===== src/rtl/ahb_cmd_pkg.sv =====
// rtl/ahb_cmd_pkg.sv - shared types and constants for the AHB command sequencer
//
// Purpose: HTRANS encodings, beat counts, FSM state enum and the packed
// command record that travels through the command FIFO.
// Ports: none (package).
package ahb_cmd_pkg;

  localparam logic [1:0] HTRANS_IDLE   = 2'b00;
  localparam logic [1:0] HTRANS_BUSY   = 2'b01;
  localparam logic [1:0] HTRANS_NONSEQ = 2'b10;
  localparam logic [1:0] HTRANS_SEQ    = 2'b11;

  localparam logic [2:0] BEATS_SINGLE = 3'd1;
  localparam logic [2:0] BEATS_INCR4  = 3'd4;

  typedef enum logic [1:0] {
    ST_IDLE   = 2'd0,
    ST_LAUNCH = 2'd1,
    ST_RUN    = 2'd2
  } state_t;

  // Field order fixes the packed layout: {write, addr, size, offset, burst}.
  typedef struct packed {
    logic        write;
    logic [31:0] addr;
    logic [2:0]  size;
    logic [1:0]  offset;
    logic        burst;
  } cmd_t;

  localparam int CMD_W = $bits(cmd_t);

  function automatic logic [2:0] cmd_beats(input logic burst);
    return burst ? BEATS_INCR4 : BEATS_SINGLE;
  endfunction

endpackage


===== src/rtl/ahb_sync_fifo.sv =====
// rtl/ahb_sync_fifo.sv - synchronous first-word-fall-through FIFO
//
// Purpose: register-array FIFO whose head entry is always visible on dout.
// Ports:
//   clk, rst      clock, synchronous active-high reset
//   push, din     write strobe and data (ignored when full)
//   pop           read strobe (ignored when empty)
//   dout          head entry
//   count         number of stored entries
//   full, empty   status flags
module ahb_sync_fifo #(
  parameter int WIDTH = 32,
  parameter int DEPTH = 4
) (
  input  logic                     clk,
  input  logic                     rst,
  input  logic                     push,
  input  logic [WIDTH-1:0]         din,
  input  logic                     pop,
  output logic [WIDTH-1:0]         dout,
  output logic [$clog2(DEPTH):0]   count,
  output logic                     full,
  output logic                     empty
);

  localparam int AW = $clog2(DEPTH);

  logic [WIDTH-1:0] r_mem [DEPTH];
  logic [AW-1:0]    r_wptr;
  logic [AW-1:0]    r_rptr;
  logic [AW:0]      r_count;
  logic             w_push;
  logic             w_pop;

  assign full   = (r_count == (AW+1)'(DEPTH));
  assign empty  = (r_count == '0);
  assign count  = r_count;
  assign dout   = r_mem[r_rptr];
  assign w_push = push && !full;
  assign w_pop  = pop && !empty;

  // Storage needs no reset; the pointers define what is valid.
  always_ff @(posedge clk) begin
    if (w_push) begin
      r_mem[r_wptr] <= din;
    end
  end

  always_ff @(posedge clk) begin
    if (rst) begin
      r_wptr  <= '0;
      r_rptr  <= '0;
      r_count <= '0;
    end else begin
      if (w_push) r_wptr <= r_wptr + AW'(1);
      if (w_pop)  r_rptr <= r_rptr + AW'(1);
      if (w_push && !w_pop)      r_count <= r_count + (AW+1)'(1);
      else if (w_pop && !w_push) r_count <= r_count - (AW+1)'(1);
    end
  end

endmodule


===== src/rtl/ahb_cmd_queue.sv =====
// rtl/ahb_cmd_queue.sv - host command sequencer feeding the AHB master
//
// Purpose: buffers host commands and write data, launches each command as a
// single or INCR4 transfer once its data/space is reserved, tracks beats on
// htrans/hready/hresp and collects read data into a response FIFO.
// Ports:
//   hclk, hreset                    clock, synchronous active-high reset
//   cmd_valid/ready, cmd_*          command push (write, addr, size, offset, burst)
//   wd_valid/ready, wd_data         write-data push
//   rd_valid/ready, rd_data         read-data pop
//   start, burst, hwrite_in, haddr_in, hwdata_in, hsize_in, offset_in,
//   data_ready                      command interface to the AHB master
//   htrans, hready, hresp, hrdata_out  bus / master taps
//   busy                            sequencer active or commands queued
//   err                             one-cycle pulse on an aborted command
module ahb_cmd_queue
  import ahb_cmd_pkg::*;
#(
  parameter int CMD_DEPTH = 4,
  parameter int WD_DEPTH  = 8,
  parameter int RD_DEPTH  = 8
) (
  input  logic        hclk,
  input  logic        hreset,
  input  logic        cmd_valid,
  output logic        cmd_ready,
  input  logic        cmd_write,
  input  logic [31:0] cmd_addr,
  input  logic [2:0]  cmd_size,
  input  logic [1:0]  cmd_offset,
  input  logic        cmd_burst,
  input  logic        wd_valid,
  output logic        wd_ready,
  input  logic [31:0] wd_data,
  output logic        rd_valid,
  input  logic        rd_ready,
  output logic [31:0] rd_data,
  output logic        start,
  output logic        burst,
  output logic        hwrite_in,
  output logic        data_ready,
  output logic [31:0] haddr_in,
  output logic [31:0] hwdata_in,
  output logic [2:0]  hsize_in,
  output logic [1:0]  offset_in,
  input  logic [1:0]  htrans,
  input  logic        hready,
  input  logic        hresp,
  input  logic [31:0] hrdata_out,
  output logic        busy,
  output logic        err
);

  localparam int CAW = $clog2(CMD_DEPTH) + 1;
  localparam int WAW = $clog2(WD_DEPTH) + 1;
  localparam int RAW = $clog2(RD_DEPTH) + 1;

  cmd_t           w_cmd_in;
  cmd_t           w_head;
  logic           w_cmd_push, w_cmd_pop, w_cmd_full, w_cmd_empty;
  logic [CAW-1:0] w_cmd_count;
  logic           w_wd_push, w_wd_pop, w_wd_full, w_wd_empty;
  logic [WAW-1:0] w_wd_count;
  logic [31:0]    w_wd_dout;
  logic           w_rd_push, w_rd_pop, w_rd_full, w_rd_empty;
  logic [RAW-1:0] w_rd_count, w_rd_free;

  state_t         r_state;
  logic           r_start, r_burst, r_hwrite, r_data_ready, r_err;
  logic [31:0]    r_haddr;
  logic [2:0]     r_hsize;
  logic [1:0]     r_offset;
  logic [2:0]     r_addr_cnt, r_data_cnt, r_drain;
  logic           r_pend;

  logic [2:0]     w_beats;
  logic           w_res_ok, w_launch, w_done, w_abort;
  logic           w_addr_beat, w_data_done;

  // ---------------------------------------------------------------- FIFOs
  assign w_cmd_in   = {cmd_write, cmd_addr, cmd_size, cmd_offset, cmd_burst};
  assign cmd_ready  = !w_cmd_full && !hreset;
  assign w_cmd_push = cmd_valid && cmd_ready;
  assign wd_ready   = !w_wd_full && !hreset;
  assign w_wd_push  = wd_valid && wd_ready;
  assign rd_valid   = !w_rd_empty;
  assign w_rd_pop   = rd_valid && rd_ready;

  ahb_sync_fifo #(.WIDTH(CMD_W), .DEPTH(CMD_DEPTH)) u_cmd_fifo (
    .clk(hclk), .rst(hreset), .push(w_cmd_push), .din(w_cmd_in),
    .pop(w_cmd_pop), .dout(w_head), .count(w_cmd_count),
    .full(w_cmd_full), .empty(w_cmd_empty)
  );

  ahb_sync_fifo #(.WIDTH(32), .DEPTH(WD_DEPTH)) u_wd_fifo (
    .clk(hclk), .rst(hreset), .push(w_wd_push), .din(wd_data),
    .pop(w_wd_pop), .dout(w_wd_dout), .count(w_wd_count),
    .full(w_wd_full), .empty(w_wd_empty)
  );

  ahb_sync_fifo #(.WIDTH(32), .DEPTH(RD_DEPTH)) u_rd_fifo (
    .clk(hclk), .rst(hreset), .push(w_rd_push), .din(hrdata_out),
    .pop(w_rd_pop), .dout(rd_data), .count(w_rd_count),
    .full(w_rd_full), .empty(w_rd_empty)
  );

  // ------------------------------------------------------- control strobes
  // The head command stays in the FIFO until it completes or aborts, so it
  // is the reference for beat count and direction throughout LAUNCH/RUN.
  assign w_beats   = cmd_beats(w_head.burst);
  assign w_rd_free = RAW'(RD_DEPTH) - w_rd_count;
  assign w_res_ok  = w_head.write ? (32'(w_wd_count) >= 32'(w_beats))
                                  : (32'(w_rd_free)  >= 32'(w_beats));
  // Launch waits for any abort drain so stale write data never feeds a new command.
  assign w_launch  = (r_state == ST_IDLE) && !w_cmd_empty && (r_drain == 3'd0) && w_res_ok;

  assign w_done    = (r_state == ST_RUN) && (r_data_cnt == w_beats);
  assign w_abort   = (r_state == ST_RUN) && !w_done && hresp;

  // Address phases beyond the command's beat count are not ours to track.
  assign w_addr_beat = (r_state == ST_RUN) && !w_done && !hresp && hready &&
                       ((htrans == HTRANS_NONSEQ) || (htrans == HTRANS_SEQ)) &&
                       (r_addr_cnt < w_beats);
  assign w_data_done = (r_state == ST_RUN) && !w_done && !hresp && hready && r_pend;

  assign w_cmd_pop = w_done || w_abort;
  assign w_wd_pop  = (w_data_done && r_hwrite) || (r_drain != 3'd0);
  assign w_rd_push = w_data_done && !r_hwrite && !w_rd_full;

  // -------------------------------------------------------------- outputs
  assign start      = r_start;
  assign burst      = r_burst;
  assign hwrite_in  = r_hwrite;
  assign haddr_in   = r_haddr;
  assign hsize_in   = r_hsize;
  assign offset_in  = r_offset;
  assign data_ready = r_data_ready;
  assign err        = r_err;
  assign hwdata_in  = w_wd_empty ? 32'd0 : w_wd_dout;
  assign busy       = (r_state != ST_IDLE) || (w_cmd_count != '0) || w_cmd_empty == 1'b0;

  // ------------------------------------------------------------------ FSM
  always_ff @(posedge hclk) begin
    if (hreset) begin
      r_state      <= ST_IDLE;
      r_start      <= 1'b0;
      r_burst      <= 1'b0;
      r_hwrite     <= 1'b0;
      r_haddr      <= '0;
      r_hsize      <= '0;
      r_offset     <= '0;
      r_data_ready <= 1'b0;
      r_err        <= 1'b0;
      r_addr_cnt   <= '0;
      r_data_cnt   <= '0;
      r_drain      <= '0;
      r_pend       <= 1'b0;
    end else begin
      r_err <= 1'b0;
      if (r_drain != 3'd0) r_drain <= r_drain - 3'd1;

      case (r_state)
        ST_IDLE: begin
          if (w_launch) begin
            r_state  <= ST_LAUNCH;
            r_start  <= 1'b1;
            r_burst  <= w_head.burst;
            r_hwrite <= w_head.write;
            r_haddr  <= w_head.addr;
            r_hsize  <= w_head.size;
            r_offset <= w_head.offset;
          end
        end

        ST_LAUNCH: begin
          r_start      <= 1'b0;
          r_data_ready <= 1'b1;
          r_addr_cnt   <= '0;
          r_data_cnt   <= '0;
          r_pend       <= 1'b0;
          r_state      <= ST_RUN;
        end

        ST_RUN: begin
          if (w_done || w_abort) begin
            r_state      <= ST_IDLE;
            r_data_ready <= 1'b0;
            r_burst      <= 1'b0;
            r_hwrite     <= 1'b0;
            r_haddr      <= '0;
            r_hsize      <= '0;
            r_offset     <= '0;
            r_pend       <= 1'b0;
            if (w_abort) begin
              r_err <= 1'b1;
              // Write data reserved for beats that will never complete.
              if (r_hwrite) r_drain <= w_beats - r_data_cnt;
            end
          end else begin
            if (w_addr_beat) r_addr_cnt <= r_addr_cnt + 3'd1;
            if (w_data_done) r_data_cnt <= r_data_cnt + 3'd1;
            // A ready cycle retires the previous data phase and opens the next one.
            if (hready) r_pend <= w_addr_beat;
          end
        end

        default: r_state <= ST_IDLE;
      endcase
    end
  end

endmodule


===== config.mk =====
export PLATFORM = sky130hd
export DESIGN_NAME = ahb_cmd_queue
export DESIGN_NICKNAME = d
export VERILOG_FILES = /design/src/rtl/ahb_cmd_pkg.sv /design/src/rtl/ahb_sync_fifo.sv /design/src/rtl/ahb_cmd_queue.sv
export SDC_FILE = /design/constraint.sdc
export NUM_CORES = 1
export LEC_CHECK = 0
export ABC_AREA = 1
export BUFFER_PORTS_ARGS = -buffer_cell sky130_fd_sc_hd__buf_2
export CORE_MARGIN = 1.5
export CORE_UTILIZATION = 25
export DETAILED_ROUTE_END_ITERATION = 8
export PLACE_DENSITY_LB_ADDON = 0.25
export SYNTH_ARGS = -nofsm -noshare
export SYNTH_HDL_FRONTEND = slang
export SYNTH_SLANG_ARGS = --single-unit

===== constraint.sdc =====
create_clock -name hclk -period 9.4 [get_ports hclk]
set_clock_uncertainty 0.05 [all_clocks]
set_input_delay 0.94 -clock hclk [delete_from_list [all_inputs] [get_ports hclk]]
set_output_delay 0.94 -clock hclk [all_outputs]
set_load 0.02 [all_outputs]

==> run metrics, run 1 <==
status finished, final reports clean; layout cell share with drive strength beyond 1 17.11%; die span in y about 350 µm; VDD IR max approximately 0.22 mV; area grow syn2layout 19.03%; Worst-Skew Late Latency approximately 0.66 ns; core area between 0.1 and 0.15 mm²; register area share after synthesis between 70% and 80%; # nets final ~2700; final slew viol count 0; Routed Antenna Nets 0; 1st-iter DRT viols approximately 1200; Max-Cap Viols 0; WL per Instance 18.57 µm; Crit Path Class reg -> out; largest net degree at the start of global routing 101; number of distinct library cells after synthesis 39; Hold Buf Count CTS 0; hpwl dp between 40000 and 50000 µm; multi-input logic area 0.007173 mm²; Fill cells approximately 12000; clk sinks 757; GPL Wtd Cong 0.6959; CP Capture Type output pin; fin crit share about 51%; arrival time worst endpoint roughly 3.8 ns; IO Port Bufs 220; PwrDens 280.4 mW/mm²; crit path launch type flop; Mean Syn Cell Area 12.46 µm²; total gr overflow 0; Avg Vias per Cell 4.475; initial antenna violation count 18; Final min period 4.833 ns; total power between 9000 and 10000 µW; global-route wire length before repair around 120000 µm; Max Fclk just over 200 MHz; worst path bufs/invs 3; total setup buffers inserted after CTS 0; crit-path cells clkinv_2 > buf_4 > o21ai_0 > o22ai_1 > nor2_1 > a31oi_1 > buf_2; RSZ-0062 raised after global routing false; TritonCTS clock tree yes; die area between 0.1 and 0.15 mm²; Root Driver clkbuf_16; clk buf depth 3; storage element area about 0.022 mm²; CP max stage delay 0.94 ns; # IOs 222; relative max-transition margin approximately 30%; Slew @ Worst Pin about 1.1 ns; post-CTS sizing 0; fraction of registers with async set/reset 0%; top cells by area, synth edfxtp_1 67%, nor2_1 6.9%, o21ai_0 6.6%, dfxtp_1 6.0%, o22ai_1 2.1%; final WL ~78000 µm; Cell Area, Synth just under 0.03 mm²; Ys Warns 0; Slowest cell on crit path dfxtp_4; DRC errors left 0; Pre-Repair DR Iteration Count 5; WP data required approximately 8.4 ns; number of synthesized flops with an enable pin ~670; top_reg_cell synth edfxtp_1; Initial Utilization 25.19%; CTS H-tree lvls 3; vias ~19000; Yosys reg bits approximately 760; die width 347.9 µm; vias in the first global route about 18000; final setup fails 0; Worst path top cell family by delay buffers and inverters; Syn Inst Count 2386; worst min path class reg -> reg; cell taking the most area after synthesis edfxtp_1; TritonCTS buffer count 86; Clock transition at path regs about 0.060 ns; top-area cell type share of the netlist area approximately two thirds; gr usage total around an eighth; worst-path maximum fanout 90; Final Hold Vio Count 0; syn_nets roughly 2500; Leakage 0.01203 µW; Row Count 126; TNS Setup 0 ns
[layer usage]
metal | GRT usage (%) | wire length [µm] | vias up
met5 | 0 | 108 | -
met2 | 20.96 | 36850 | 361
met4 | 4.171 | 1599 | 18
met3 | 2.682 | 3902 | 121
met1 | 16.53 | 35460 | 9183
li1 | - | - | 9091
[report_power, final]
part | switching [µW] | total [µW] | internal, µW
registers | 168 | 4000 | 3830
logic | 1850 | 2590 | 741
clock network | 1380 | 3340 | 1950
total | 3400 | 9930 | 6530
[sequential cells by signal, indices dropped and copies added (netlist names), 3 cells and up, named ones only]
register,flops
u_wd_fifo.count,4
u_cmd_fifo.r_mem,156
u_wd_fifo.r_mem,256
u_rd_fifo.r_mem,256
haddr_in,32
u_wd_fifo.r_wptr,3
u_rd_fifo.r_wptr,3
r_drain,3
r_addr_cnt,3
hsize_in,3
u_wd_fifo.r_rptr,3
u_rd_fifo.r_rptr,3
u_rd_fifo.count,4
u_cmd_fifo.count,3
r_data_cnt,3
[cell type report]
class / count / area share, %
Antenna cell: 5 / 0.03534
Clock buffer: 115 / 6.592
Clock inverter: 45 / 1.340
Inverter: 66 / 0.7175
Multi-Input combinational cell: 1414 / 20.26
Sequential cell: 757 / 61.73
Tap cell: 1536 / 5.429
Timing Repair Buffer: 257 / 3.895
[per-stage QoR]
step | hold slack [ns] | cells | utilization [%] | cell area [µm²] | worst slack, ns
2_1_floorplan | 0.3831 | 2386 | - | 29740 | 5.449
3_3_place_gp | 0.3970 | 4030 | 27.59 | 32580 | 4.654
3_5_place_dp | 0.4024 | 4030 | 27.59 | 32580 | 4.602
4_1_cts | 0.3768 | 4190 | 29.97 | 35390 | 4.393
5_1_grt | 0.4064 | 4193 | 29.98 | 35400 | 4.166
6_report | 0.4076 | 4195 | 29.98 | 35400 | 4.567
[kinds of logic after synthesis]
logic type	synth area share (%)
flip-flops	73.44
AO/OA/AOI/OAI	11.66
buffers and inverters	2.932
XOR/XNOR	0.2356
adder cells (fa/ha/maj)	1.506
AND/OR/NAND/NOR	10.23
[cell usage after synthesis, types with 3 or more instances]
cell type  number
xnor2_1         4
clkinv_1        4
nand4_1        38
a21oi_2        11
nor2_1        548
ha_1           31
edfxtp_1      668
o21ai_0       391
fa_1            3
nand2_2        17
o22ai_1       101
xor2_1          4
buf_1          14
nand3_1        19
nand2_1        91
dfxtp_1        89
nand2_4         4
buf_2          20
a211oi_1        4
a21oi_1        65
inv_1          60
clkbuf_1      110
a31oi_1        65
buf_6           3
nor3_2          5
[tightest hold or removal path, delay by kind of cell, from the launching register on]
| family | cells | cell delay, ns |
|---|---|---|
| flops | 1 | 0.31 |
| buf+inv | 1 | 0.06 |
| compound gates | 1 | 0.05 |
[worst paths after layout]
| kind | start | to | slack [ns] | depth (start not counted) |
|---|---|---|---|---|
| worst max-delay path | flop | rd_data[8] | 4.57 | 7 |
| worst min-delay path | u_cmd_fifo.r_rptr[0]$_SDFFE_PP0P_ | flop | 0.41 | 2 |
| worst max register to register | flop | u_wd_fifo.count[3]$_SDFFE_PP0P_ | 4.81 | 25 |
| worst min register to register | u_cmd_fifo.r_rptr[0]$_SDFFE_PP0P_ | flop | 0.41 | 2 |
[cells in the final DEF (no fill, tap or decap), types with 4 or more instances in the layout]
cell type	n
o21ai_0	391
inv_1	57
nor2_4	17
bufinv_16	7
nor2_1	532
xor2_1	4
clkbuf_16	88
clkinv_1	12
nand4_1	38
a31oi_1	65
clkinv_2	20
a21oi_1	65
a211oi_1	4
diode_2	5
nor3_4	4
nand2_1	91
o22ai_1	101
nand2_4	4
a21oi_2	11
ha_1	31
buf_4	37
edfxtp_1	668
xnor2_1	4
dfxtp_1	84
nand2_2	17
nand3_1	19
buf_2	220
clkbuf_1	24
No activity file was read; power rests on OpenSTA's default activity.
==> run 2: changes to the inputs <==
--- a/config.mk
+++ b/config.mk
@@ -5,7 +5,7 @@
 export SDC_FILE = /design/constraint.sdc
 export NUM_CORES = 1
 export LEC_CHECK = 0
-export ABC_AREA = 1
+export ABC_AREA = 0
 export BUFFER_PORTS_ARGS = -buffer_cell sky130_fd_sc_hd__buf_2
 export CORE_MARGIN = 1.5
 export CORE_UTILIZATION = 25
==> constraint.sdc (replaced) <==
create_clock -name hclk -period 4.4 [get_ports hclk]
set_clock_uncertainty 0.05 [all_clocks]
set_input_delay 0.44 -clock hclk [delete_from_list [all_inputs] [get_ports hclk]]
set_output_delay 0.44 -clock hclk [all_outputs]
set_load 0.02 [all_outputs]
==> run 2 against run 1 <==
  * Wire length fell by 10%
  * Power increased by 93%
  * Cell count shrank 18%
  * Synthesized area fell by 2.0%
  * Synthesized cell count decreased by 38%
  * Final area is 2.4% higher
  * Critical path type is now reg -> reg
==> run metrics, run 2 <==
dpl cells ~3200; P_int roughly 14000 µW; GPL Wtd Cong a little under 0.7; worst-path maximum fanout 38; PwrDens around 530 mW/mm²; top_reg_cell synth edfxtp_1; Leakage 0.01187 µW; Clock transition at path regs ~0.06 ns; # IOs approximately 220; total gr overflow 0; Final min period 4.058 ns; vias in the first global route between 15000 and 20000; arrival time worst endpoint 4.50 ns; worst path bufs/invs 2; Top Registers u_rd_fifo.r_mem (256), u_wd_fifo.r_mem (256), u_cmd_fifo.r_mem (156); Slew @ Worst Pin roughly 1.0 ns; die area 0.1187 mm²; top-area cell type share of the netlist area a little under 70%; DRC errors left 0; relative max-transition margin between 30% and 40%; Initial Utilization about a quarter; Crit Path Class reg -> reg; Cell Area, Synth slightly below 0.03 mm²; hpwl dp around 40000 µm; Root Driver clkbuf_16; Routed Antenna Nets 0; crit path launch type flop; clk sinks between 700 and 800; number of distinct library cells after synthesis 49; worst min path class in -> reg; Min-Delay Endpoint err$_SDFF_PP0_; reg2reg end haddr_in[18]$_SDFFE_PP0P_; 1st-iter DRT viols roughly 740; P_sw between 5000 and 6000 µW; final WL 70120 µm; Mean Syn Cell Area between 15 and 20 µm²; die width between 300 and 400 µm; clock power share a little under two fifths; WL per Instance 20.30 µm; HP Start hresp; top cells by area, synth edfxtp_1 69%, mux4_2 13%, dfxtp_1 6.1%, mux2i_1 1.4%, mux2_2 1.4%; Final Non-Filler Cells 3454; Logic pwr share a little under a fifth; initial antenna violation count 8; vias between 10000 and 15000; layout cell share with drive strength beyond 1 between 30% and 40%; Net Sw Frac 27.72%; CTS H-tree lvls 3; IO Port Bufs between 200 and 250; cell taking the most area after synthesis edfxtp_1; TritonCTS clock tree yes; syn_nets about 1600; gr usage total between 10% and 20%; final setup fails 0; number of synthesized flops with an enable pin 668; Min-Delay Path Depth 3; clk buf depth 3; core area ~0.12 mm²; crit-path cells mux4_2 > inv_1 > ha_1 > or3b_2 > a2111o_1 > o211ai_1 > or3_2 > buf_4 > o32ai_1; Worst path top cell family by delay compound AO/OA/AOI/OAI gates; die span in y ~340 µm; WP data required between 4 and 5 ns; Ys Warns 0; Max-Cap Viols 0; final slew viol count 0; Final Hold Vio Count 0; CP max stage delay 0.61 ns; most frequent cells in the layout 668 x edfxtp_1, 219 x buf_2, 167 x mux4_2; Syn Inst Count between 1000 and 1500; Max Fclk about 250 MHz; Row Count 125; Pre-Repair DR Iteration Count 5; largest net degree at the start of global routing 65; Yosys reg bits roughly 760; Worst-Skew Late Latency approximately 0.65 ns; most common library cells after synthesis 668 x edfxtp_1, 167 x mux4_2, 100 x inv_1; global-route wire length before repair 103600 µm; CP Capture Type flop; RSZ-0062 raised after global routing false; area grow syn2layout 24.37%; post-CTS sizing 0; TNS Setup 0 ns; fin crit share between 90% and 100%; depth of the worst register-to-register path 9; leading cell type in the layout, fill and taps excluded edfxtp_1; Worst R2R Setup Slack between 0.3 and 0.4 ns; # nets final between 2000 and 2500; status finished, final reports clean; count leader, synth edfxtp_1; Slowest cell on crit path mux4_2; share of power burned in registers a little over two fifths; total setup buffers inserted after CTS 0; VDD IR max 0.2706 mV; Avg Vias per Cell roughly 4.3; fraction of registers with async set/reset 0%; register area share after synthesis around 75%; TritonCTS buffer count a little under 90
-- run 2: area by class of cell --
class                   instances  area (µm²)
fillers                     11290       79640
well taps                    1524        1907
flip-flops and latches        757       21860
repair buffers                361        2467
clock inverters                47       495.5
inverters                     100       375.4
diodes                          1       2.502
multi-input cells             551        6812
clock buffers                 113        2337
-- run 2: worst max-delay path by stage --
| stage | slack [ns] | startpoint | endpoint | cells after the start |
|---|---|---|---|---|
| 2_1_floorplan | 0.38 | hreset | u_wd_fifo.r_mem[0][0]$_DFFE_PP_ | 4 |
| 3_5_place_dp | 0.38 | flop | burst$_SDFFE_PP0P_ | 9 |
| 6_report | 0.34 | flop | haddr_in[18]$_SDFFE_PP0P_ | 9 |
| 4_1_cts | 0.36 | u_cmd_fifo.r_mem[2][0]$_DFFE_PP_ | haddr_in[15]$_SDFFE_PP0P_ | 9 |
| 3_3_place_gp | 0.46 | flop | burst$_SDFFE_PP0P_ | 9 |
| 5_1_grt | 0.17 | flop | haddr_in[25]$_SDFFE_PP0P_ | 9 |
-- run 2: stage by stage --
stage	utilization (%)	total power, µW	worst slack (ns)	area, µm²	hold slack [ns]
floorplan	-	10860	0.3753	29160	0.4039
global route	31.28	20120	0.1702	36250	0.03253
detailed placement	27.96	12220	0.3813	32400	0.4145
CTS	31.28	19580	0.3588	36250	0.001717
global placement	27.96	12180	0.4562	32400	0.4162
finish	31.28	19200	0.3422	36250	0.04859
-- run 2: repair_timing --
item                                    CTS  global route
endpoints found under the hold margin   644             0
hold buffers                            102             0
endpoints found under the setup margin    0             0
-- run 2: worst reg2reg max path, cell delays in order (launching register included) --
cell      delay [ns]
dfxtp_2         0.35
mux4_2          0.62
inv_1           0.28
ha_1            0.30
or3b_2          0.44
a2111o_1        0.45
o211ai_1        0.51
or3_2           0.23
buf_4           0.49
o32ai_1         0.20
-- run 2: cell families after synthesis --
kind of cell / count (synthesis) / synth area share (%)
AND/OR/NAND/NOR: 155 / 2.489
multiplexers: 244 / 15.70
adder cells (fa/ha/maj): 34 / 1.537
XOR/XNOR: 18 / 0.5666
buffers and inverters: 169 / 2.215
AO/OA/AOI/OAI: 100 / 2.571
flip-flops: 757 / 74.92
-- run 2: routing by layer --
| layer | vias up | part of all wire [%] | track usage (%) |
|---|---|---|---|
| met3 | 105 | 6.1 | 3.571 |
| met5 | - | 0.13 | 0 |
| met4 | 12 | 2.0 | 3.344 |
| li1 | 6675 | - | - |
| met2 | 287 | 49 | 19.85 |
| met1 | 7737 | 43 | 14.72 |
-- run 2: power by group through the flow --
stage	combinational, µW	sequential (µW)	clock (µW)
3_5_place_dp	3710	8510	0
6_report	3690	8350	7160
3_3_place_gp	3680	8500	0
5_1_grt	4050	8400	7670
4_1_cts	3800	8360	7420
2_1_floorplan	2400	8470	0
